## src/rtl/uart_rx_frame_pkg.sv

```systemverilog
// Shared types and constants for the UART receive slice.
// Optional even-parity support is selected with UART_RX_PARITY_EN.
package uart_rx_pkg;

  localparam int unsigned DATA_BITS = 8;
  localparam logic        RX_IDLE   = 1'b1;

  typedef enum logic [2:0] {
    IDLE,
    START,
    DATA,
    PARITY,
    STOP
  } rx_state_t;

endpackage

```

## src/rtl/uart_rx_frame_if.sv

```systemverilog
// Receiver-side bundle: serial line in, recovered byte and status out.
// The parity_err member exists only when UART_RX_PARITY_EN is defined.
interface uart_rx_frame_if;
  import uart_rx_pkg::*;

  logic                 rx;
  logic [DATA_BITS-1:0] rx_data;
  logic                 done;
  logic                 frame_err;
`ifdef UART_RX_PARITY_EN
  logic                 parity_err;

  modport master (input rx, output rx_data, output done, output frame_err, output parity_err);
  modport slave  (output rx, input rx_data, input done, input frame_err, input parity_err);
`else
  modport master (input rx, output rx_data, output done, output frame_err);
  modport slave  (output rx, input rx_data, input done, input frame_err);
`endif

endinterface

```

## src/rtl/uart_rx_frame_sync_2ff.sv

```systemverilog
// Generic two-flop synchronizer for asynchronous inputs, with a
// parameterised reset value so idle-high lines do not glitch out of reset.
module sync_2ff #(
  parameter int unsigned           WIDTH   = 1,
  parameter logic [WIDTH-1:0]      RST_VAL = '0
) (
  input  logic             clk,
  input  logic             reset,
  input  logic [WIDTH-1:0] d,
  output logic [WIDTH-1:0] q
);

  logic [WIDTH-1:0] meta;

  always_ff @(posedge clk or posedge reset) begin
    if (reset) begin
      meta <= RST_VAL;
      q    <= RST_VAL;
    end else begin
      meta <= d;
      q    <= meta;
    end
  end

endmodule

```

## src/rtl/uart_rx_frame.sv

```systemverilog
// Oversampling UART receiver: 8N1 frames, or 8E1 when UART_RX_PARITY_EN is
// defined. done is a level flag held from the stop sample until the next start.
module uart_rx_frame
  import uart_rx_pkg::*;
#(
  parameter int unsigned CLKS_PER_BIT = 868,
  parameter int unsigned DATA_BITS    = 8
) (
  input  logic            clk,
  input  logic            reset,
  uart_rx_frame_if.master bus
);

  localparam int unsigned      CNT_W   = $clog2(CLKS_PER_BIT);
  localparam logic [CNT_W-1:0] HALF_M1 = CNT_W'(CLKS_PER_BIT / 2 - 1);
  localparam logic [CNT_W-1:0] FULL_M1 = CNT_W'(CLKS_PER_BIT - 1);

  rx_state_t            state, state_next;
  logic                 rx_s;
  logic [CNT_W-1:0]     clk_cnt;
  logic [2:0]           bit_idx;
  logic [DATA_BITS-1:0] shift;
  logic [DATA_BITS-1:0] rx_data;
  logic                 done;
  logic                 frame_err;
  logic                 armed;
  logic                 start_det, shift_en, stop_en;
`ifdef UART_RX_PARITY_EN
  logic                 par_en;
  logic                 parity_err_next;
  logic                 parity_err;
`endif

  sync_2ff #(.WIDTH(1), .RST_VAL(RX_IDLE)) u_sync (
    .clk   (clk),
    .reset (reset),
    .d     (bus.rx),
    .q     (rx_s)
  );

  always_comb begin
    state_next = state;
    start_det  = 1'b0;
    shift_en   = 1'b0;
    stop_en    = 1'b0;
`ifdef UART_RX_PARITY_EN
    par_en     = 1'b0;
`endif
    case (state)
      IDLE: begin
        if (!rx_s && armed) begin
          state_next = START;
          start_det  = 1'b1;
        end
      end
      START: begin
        if (clk_cnt == HALF_M1) state_next = rx_s ? IDLE : DATA;
      end
      DATA: begin
        if (clk_cnt == FULL_M1) begin
          shift_en = 1'b1;
          if (bit_idx == 3'(DATA_BITS - 1)) begin
`ifdef UART_RX_PARITY_EN
            state_next = PARITY;
`else
            state_next = STOP;
`endif
          end
        end
      end
`ifdef UART_RX_PARITY_EN
      PARITY: begin
        if (clk_cnt == FULL_M1) begin
          par_en     = 1'b1;
          state_next = STOP;
        end
      end
`endif
      STOP: begin
        if (clk_cnt == FULL_M1) begin
          stop_en    = 1'b1;
          state_next = IDLE;
        end
      end
      default: state_next = IDLE;
    endcase
  end

  // armed blocks a new start after a low stop bit until the line is seen high.
  always_ff @(posedge clk or posedge reset) begin
    if (reset) begin
      state     <= IDLE;
      clk_cnt   <= '0;
      bit_idx   <= '0;
      shift     <= '0;
      rx_data   <= '0;
      done      <= 1'b0;
      frame_err <= 1'b0;
      armed     <= 1'b1;
    end else begin
      state <= state_next;
      if (state_next != state || state == IDLE) clk_cnt <= '0;
      else                                     clk_cnt <= clk_cnt + 1'b1;
      if (shift_en) begin
        shift   <= {rx_s, shift[DATA_BITS-1:1]};
        bit_idx <= bit_idx + 1'b1;
      end
      if (start_det) done <= 1'b0;
      if (stop_en) begin
        rx_data   <= shift;
        frame_err <= ~rx_s;
        done      <= 1'b1;
        armed     <= rx_s;
      end else if (rx_s) begin
        armed <= 1'b1;
      end
    end
  end

`ifdef UART_RX_PARITY_EN
  always_ff @(posedge clk or posedge reset) begin
    if (reset) begin
      parity_err_next <= 1'b0;
      parity_err      <= 1'b0;
    end else begin
      if (par_en)  parity_err_next <= rx_s ^ (^shift);
      if (stop_en) parity_err      <= parity_err_next;
    end
  end

  assign bus.parity_err = parity_err;
`endif

  assign bus.rx_data   = rx_data;
  assign bus.done      = done;
  assign bus.frame_err = frame_err;

endmodule
```

## src/flat_wrapper.sv

```systemverilog
// flat-port wrapper written by rule: the top's interface ports become plain ports
module uart_rx_frame_flat import uart_rx_pkg::*;
#(
  parameter int unsigned CLKS_PER_BIT = 868,
  parameter int unsigned DATA_BITS    = 8
)
  (clk, reset, bus_rx, bus_rx_data, bus_done, bus_frame_err);
  uart_rx_frame_if bus_i ();
  input  logic clk;
  input  logic reset;
  input wire logic [$bits(bus_i.rx)-1:0] bus_rx;
  output wire logic [$bits(bus_i.rx_data)-1:0] bus_rx_data;
  output wire logic [$bits(bus_i.done)-1:0] bus_done;
  output wire logic [$bits(bus_i.frame_err)-1:0] bus_frame_err;
  assign bus_i.rx = bus_rx;
  assign bus_rx_data = bus_i.rx_data;
  assign bus_done = bus_i.done;
  assign bus_frame_err = bus_i.frame_err;
  uart_rx_frame #(.CLKS_PER_BIT(CLKS_PER_BIT), .DATA_BITS(DATA_BITS)) u_core (.clk(clk), .reset(reset), .bus(bus_i));
endmodule
```

## config.mk

```make
export PLATFORM = sky130hd
export DESIGN_NAME = uart_rx_frame_flat
export DESIGN_NICKNAME = d
export VERILOG_FILES = /design/src/rtl/uart_rx_frame_pkg.sv /design/src/rtl/uart_rx_frame_if.sv /design/src/rtl/uart_rx_frame_sync_2ff.sv /design/src/rtl/uart_rx_frame.sv /design/src/flat_wrapper.sv
export SDC_FILE = /design/constraint.sdc
export NUM_CORES = 1
export LEC_CHECK = 0
export BUFFER_PORTS_ARGS = -buffer_cell sky130_fd_sc_hd__buf_2
export CORE_AREA = 2 2 59 61
export DETAILED_ROUTE_END_ITERATION = 10
export DIE_AREA = 0 0 61 63
export PLACE_DENSITY = 0.8
export SETUP_SLACK_MARGIN = 0.4
export SLEW_MARGIN = 20
export SYNTH_ARGS = -nofsm -noshare
export SYNTH_HDL_FRONTEND = slang
export SYNTH_HIERARCHICAL = 1
export SYNTH_SLANG_ARGS = --single-unit
```

## constraint.sdc

```tcl
create_clock -name clk -period 3.4 [get_ports clk]
set_clock_uncertainty 0.2 [all_clocks]
set_input_delay 0.17 -clock clk [delete_from_list [all_inputs] [get_ports clk]]
set_output_delay 0.17 -clock clk [all_outputs]
set_load 0.02 [all_outputs]
```

==> impl_metrics.csv <==
group,metric,value,unit
routing,wl_per_cell,15.5,um
timing,finalHoldViolCount,0,
logic_synthesis,synth_seq_cells,37,
worst_setup_path,worstPathRequired,3.43,ns
cells_and_area,nNetsFinal,159,
place,gp_congestion,0.865,
floorplan,row_count,21,
worst_hold_path,hold_path_class,"reg -> reg",
cells_and_area,diodes,0,
cts,numClockSinks,37,
routing,vias_per_cell,5.98,
cts,clkLatencyLatePin,0.34,ns
timing,tightest_slew,0.787,ns
cts,cts_tree,"yes",
floorplan,fp.dieH,63,um
global_routing,grt_max_degree,36,
cells_and_area,fin_cells,199,
timing,drv_slew,0,
timing,setup_viol,0,
cts,numCtsBuffers,5,
logic_synthesis,synth_fp_nets,141,
logic_synthesis,synth_area_leaders,"dfrtp_1 (50%), mux2_2 (13%), dfstp_2 (4.6%)",
worst_setup_path,critPathLaunchType,"flop",
global_routing,antenna_found_initial,0,
floorplan,dieArea,0.00384,sq mm
routing,vias,1191,
timing,rsz0062_at_grt,"no",
worst_setup_path,cp_max_fo,11,
timing,relSlewSlack,47.6,%
worst_setup_path,path_cells,"ha_1 > or4b_4 > nor4_4 > mux2_2",
timing,final.setup.tns,0,ns
cts,cts_max_path_buffers,2,
worst_setup_path,crit_path_max_incr_delay,0.68,ns
place,placed_area,0.00181,sq mm
timing,period_share,78.2,%
cts,clockRootBuffer,"clkbuf_4",
logic_synthesis,syn-instance-count,134,
worst_setup_path,worstSetupEndpointType,"flop",
power,power_density,487,mW/mm^2
global_routing,grt_overflow_total,0,
routing,drc,0,
routing,drt_iter0_markers,75,
cells_and_area,syn2layout_area_growth,10.5,%
logic_synthesis,yosysWarnings,6,
floorplan,die_w,61,um
cts,post_cts_buffers,0,
timing,min_period,2.66,ns
floorplan,ios,13,
worst_setup_path,crit_slowest_cell,"nor4_4",
logic_synthesis,syn_avg_cell_area,12.8,sq um
floorplan,coreArea,0.00323,sq mm
global_routing,first_global_vias,1169,
logic_synthesis,seq_area_frac_synth,54.3,%
power,peakVddDrop,0.269,mV
logic_synthesis,yosys.area.top_type,"dfrtp_1",
cells_and_area,fin_area,0.00189,sq mm
routing,final_antenna_net_count,0,
cells_and_area,layout-drive-gt1-share,32.7,%
logic_synthesis,yosysTopAreaCellShare,49.7,%
place,io_buffers,12,
logic_synthesis,syn-cell-area,0.00171,sq mm
run,drv_cap,0,
global_routing,grt_pass1_wl,5260,um
global_routing,grt_usage,18.3,%
floorplan,initial_core_util,53.0,%
cts,clkSlewWorstSetupHoldPaths,0.12,ns
power,p_leak,0.000911,uW
routing,wirelength,3090,um
worst_setup_path,crit_type,"reg -> reg",
timing,max_freq,0.376,GHz
routing,drt-pass1-iter-count,4,
worst_setup_path,cp.arrival,2.69,ns
cts,h-tree-depth,2,
place,dp_cells,189,
cells_and_area,n_fill_cell,265,
status,status,"complete, no violations",
place,place_hpwl,2180,um
logic_synthesis,synth_cell_type_count,34,
[layer usage]
layer | vias up | wire length [um] | global-route usage, %
met2 | 47 | 1590 | 29.3
met3 | 10 | 143 | 5.18
met1 | 592 | 1280 | 23.0
met4 | 0 | 67 | 7.34
li1 | 542 | - | -
met5 | - | 0 | 0
[synth_stat cells]
cell type	instances
xnor2_1	2
or4_1	2
nand2_1	4
nor4b_1	1
inv_1	7
buf_2	1
nor4_1	7
clkbuf_1	1
o22ai_1	1
nor4_4	2
o311ai_0	1
or3b_2	1
or4b_2	2
a2111oi_0	5
dfrtp_1	34
nand3b_1	1
nand4_1	4
o31ai_1	1
nor3b_1	1
and3b_1	2
a21oi_1	4
dfstp_2	3
o21ai_0	5
or4b_4	1
buf_6	2
a21o_1	1
and2_1	1
nand3_1	5
buf_4	1
or3_1	4
and4_1	1
ha_1	4
xor2_1	3
mux2_2	19
[worst paths after layout]
path / from / end / slack (ns) / cells past startpoint
worst min register to register: u_core/u_sync/meta / u_core/u_sync/q / 0.17 / 0
worst max register to register: u_core/clk_cnt[0] / u_core/shift[3] / 0.74 / 4
min in group asynchronous: reset / u_core/u_sync/meta / 0.18 / 3
worst min-delay path: u_core/u_sync/meta / u_core/u_sync/q / 0.17 / 0
max in group asynchronous: reset / u_core/armed / 2.41 / 4
worst max-delay path: u_core/clk_cnt[0] / u_core/shift[3] / 0.74 / 4
[worst max-delay path: cells and delay by family, from the launching register on]
family	cells	cell delay (ns)
and+or+nand+nor	2	1.22
DFF	1	0.44
muxes	1	0.41
adders and majority gates	1	0.28
[cells in the final DEF, fill, tap and decap left out, drive strengths merged, types with 2 or more instances in the layout]
master / n
dlygate4sd3: 2
clkinv: 2
o21ai: 5
ha: 4
xor2: 3
inv: 7
or4b: 3
mux2: 19
a21oi: 4
or3: 4
or4: 2
a2111oi: 5
nand3: 5
nand4: 4
dfrtp: 34
dfstp: 3
nand2: 4
nor4: 9
and3b: 2
buf: 14
xnor2: 2
clkbuf: 6
[through the flow]
stage / util [%] / total power, uW / hold slack, ns / setup slack (ns)
after floorplan: - / 643 / -0.119 / 1.16
after CTS: 58.5 / 924 / 0.170 / 0.749
after global placement: 55.9 / 654 / -0.00168 / 0.881
final: 58.5 / 921 / 0.166 / 0.740
after detailed placement: 55.9 / 673 / 0.00862 / 0.769
after global routing: 58.5 / 974 / 0.172 / 0.436
[power by group]
group	internal, uW	switching [uW]
clock network	101	148
logic	57.2	69.2
registers	479	66.8
total	637	284
[area by class of cell]
| class | instances | area, sq um | area share (%) |
|---|---|---|---|
| inverters | 7 | 26.3 | 1.39 |
| flip-flops and latches | 37 | 930 | 49.2 |
| well taps | 46 | 57.6 | 3.04 |
| clock buffers | 6 | 51.3 | 2.71 |
| multi-input cells | 85 | 717 | 37.9 |
| repair buffers | 16 | 95.1 | 5.03 |
| clock inverters | 2 | 13.8 | 0.728 |
[registers in the layout, indices dropped and copies added (netlist names)]
register,flops
u_core/armed,1
u_core/bit_idx,3
u_core/bus.done,1
u_core/bus.frame_err,1
u_core/bus.rx_data,8
u_core/clk_cnt,10
u_core/shift,8
u_core/state,3
u_core/u_sync/meta,1
u_core/u_sync/q,1
[kinds of logic (layout without fill, tap and decap cells)]
family / count (synthesis) / in the layout / share of synthesized area [%]
simple gates: 39 / 39 / 17.0
compound gates: 18 / 18 / 6.94
mux: 19 / 19 / 12.5
fa+ha+maj: 4 / 4 / 2.92
flops: 37 / 37 / 54.3
xor+xnor: 5 / 5 / 2.56
buf+inv: 12 / 31 / 3.80
[timing repair]
| action | CTS | global route |
|---|---|---|
| hold buffers | 2 | 0 |
| endpoints found under the hold margin | 37 | 0 |
| resized for setup | 0 | 0 |
| setup endpoints to repair | 0 | 8 |
No activity file was read; power rests on OpenSTA's default activity.
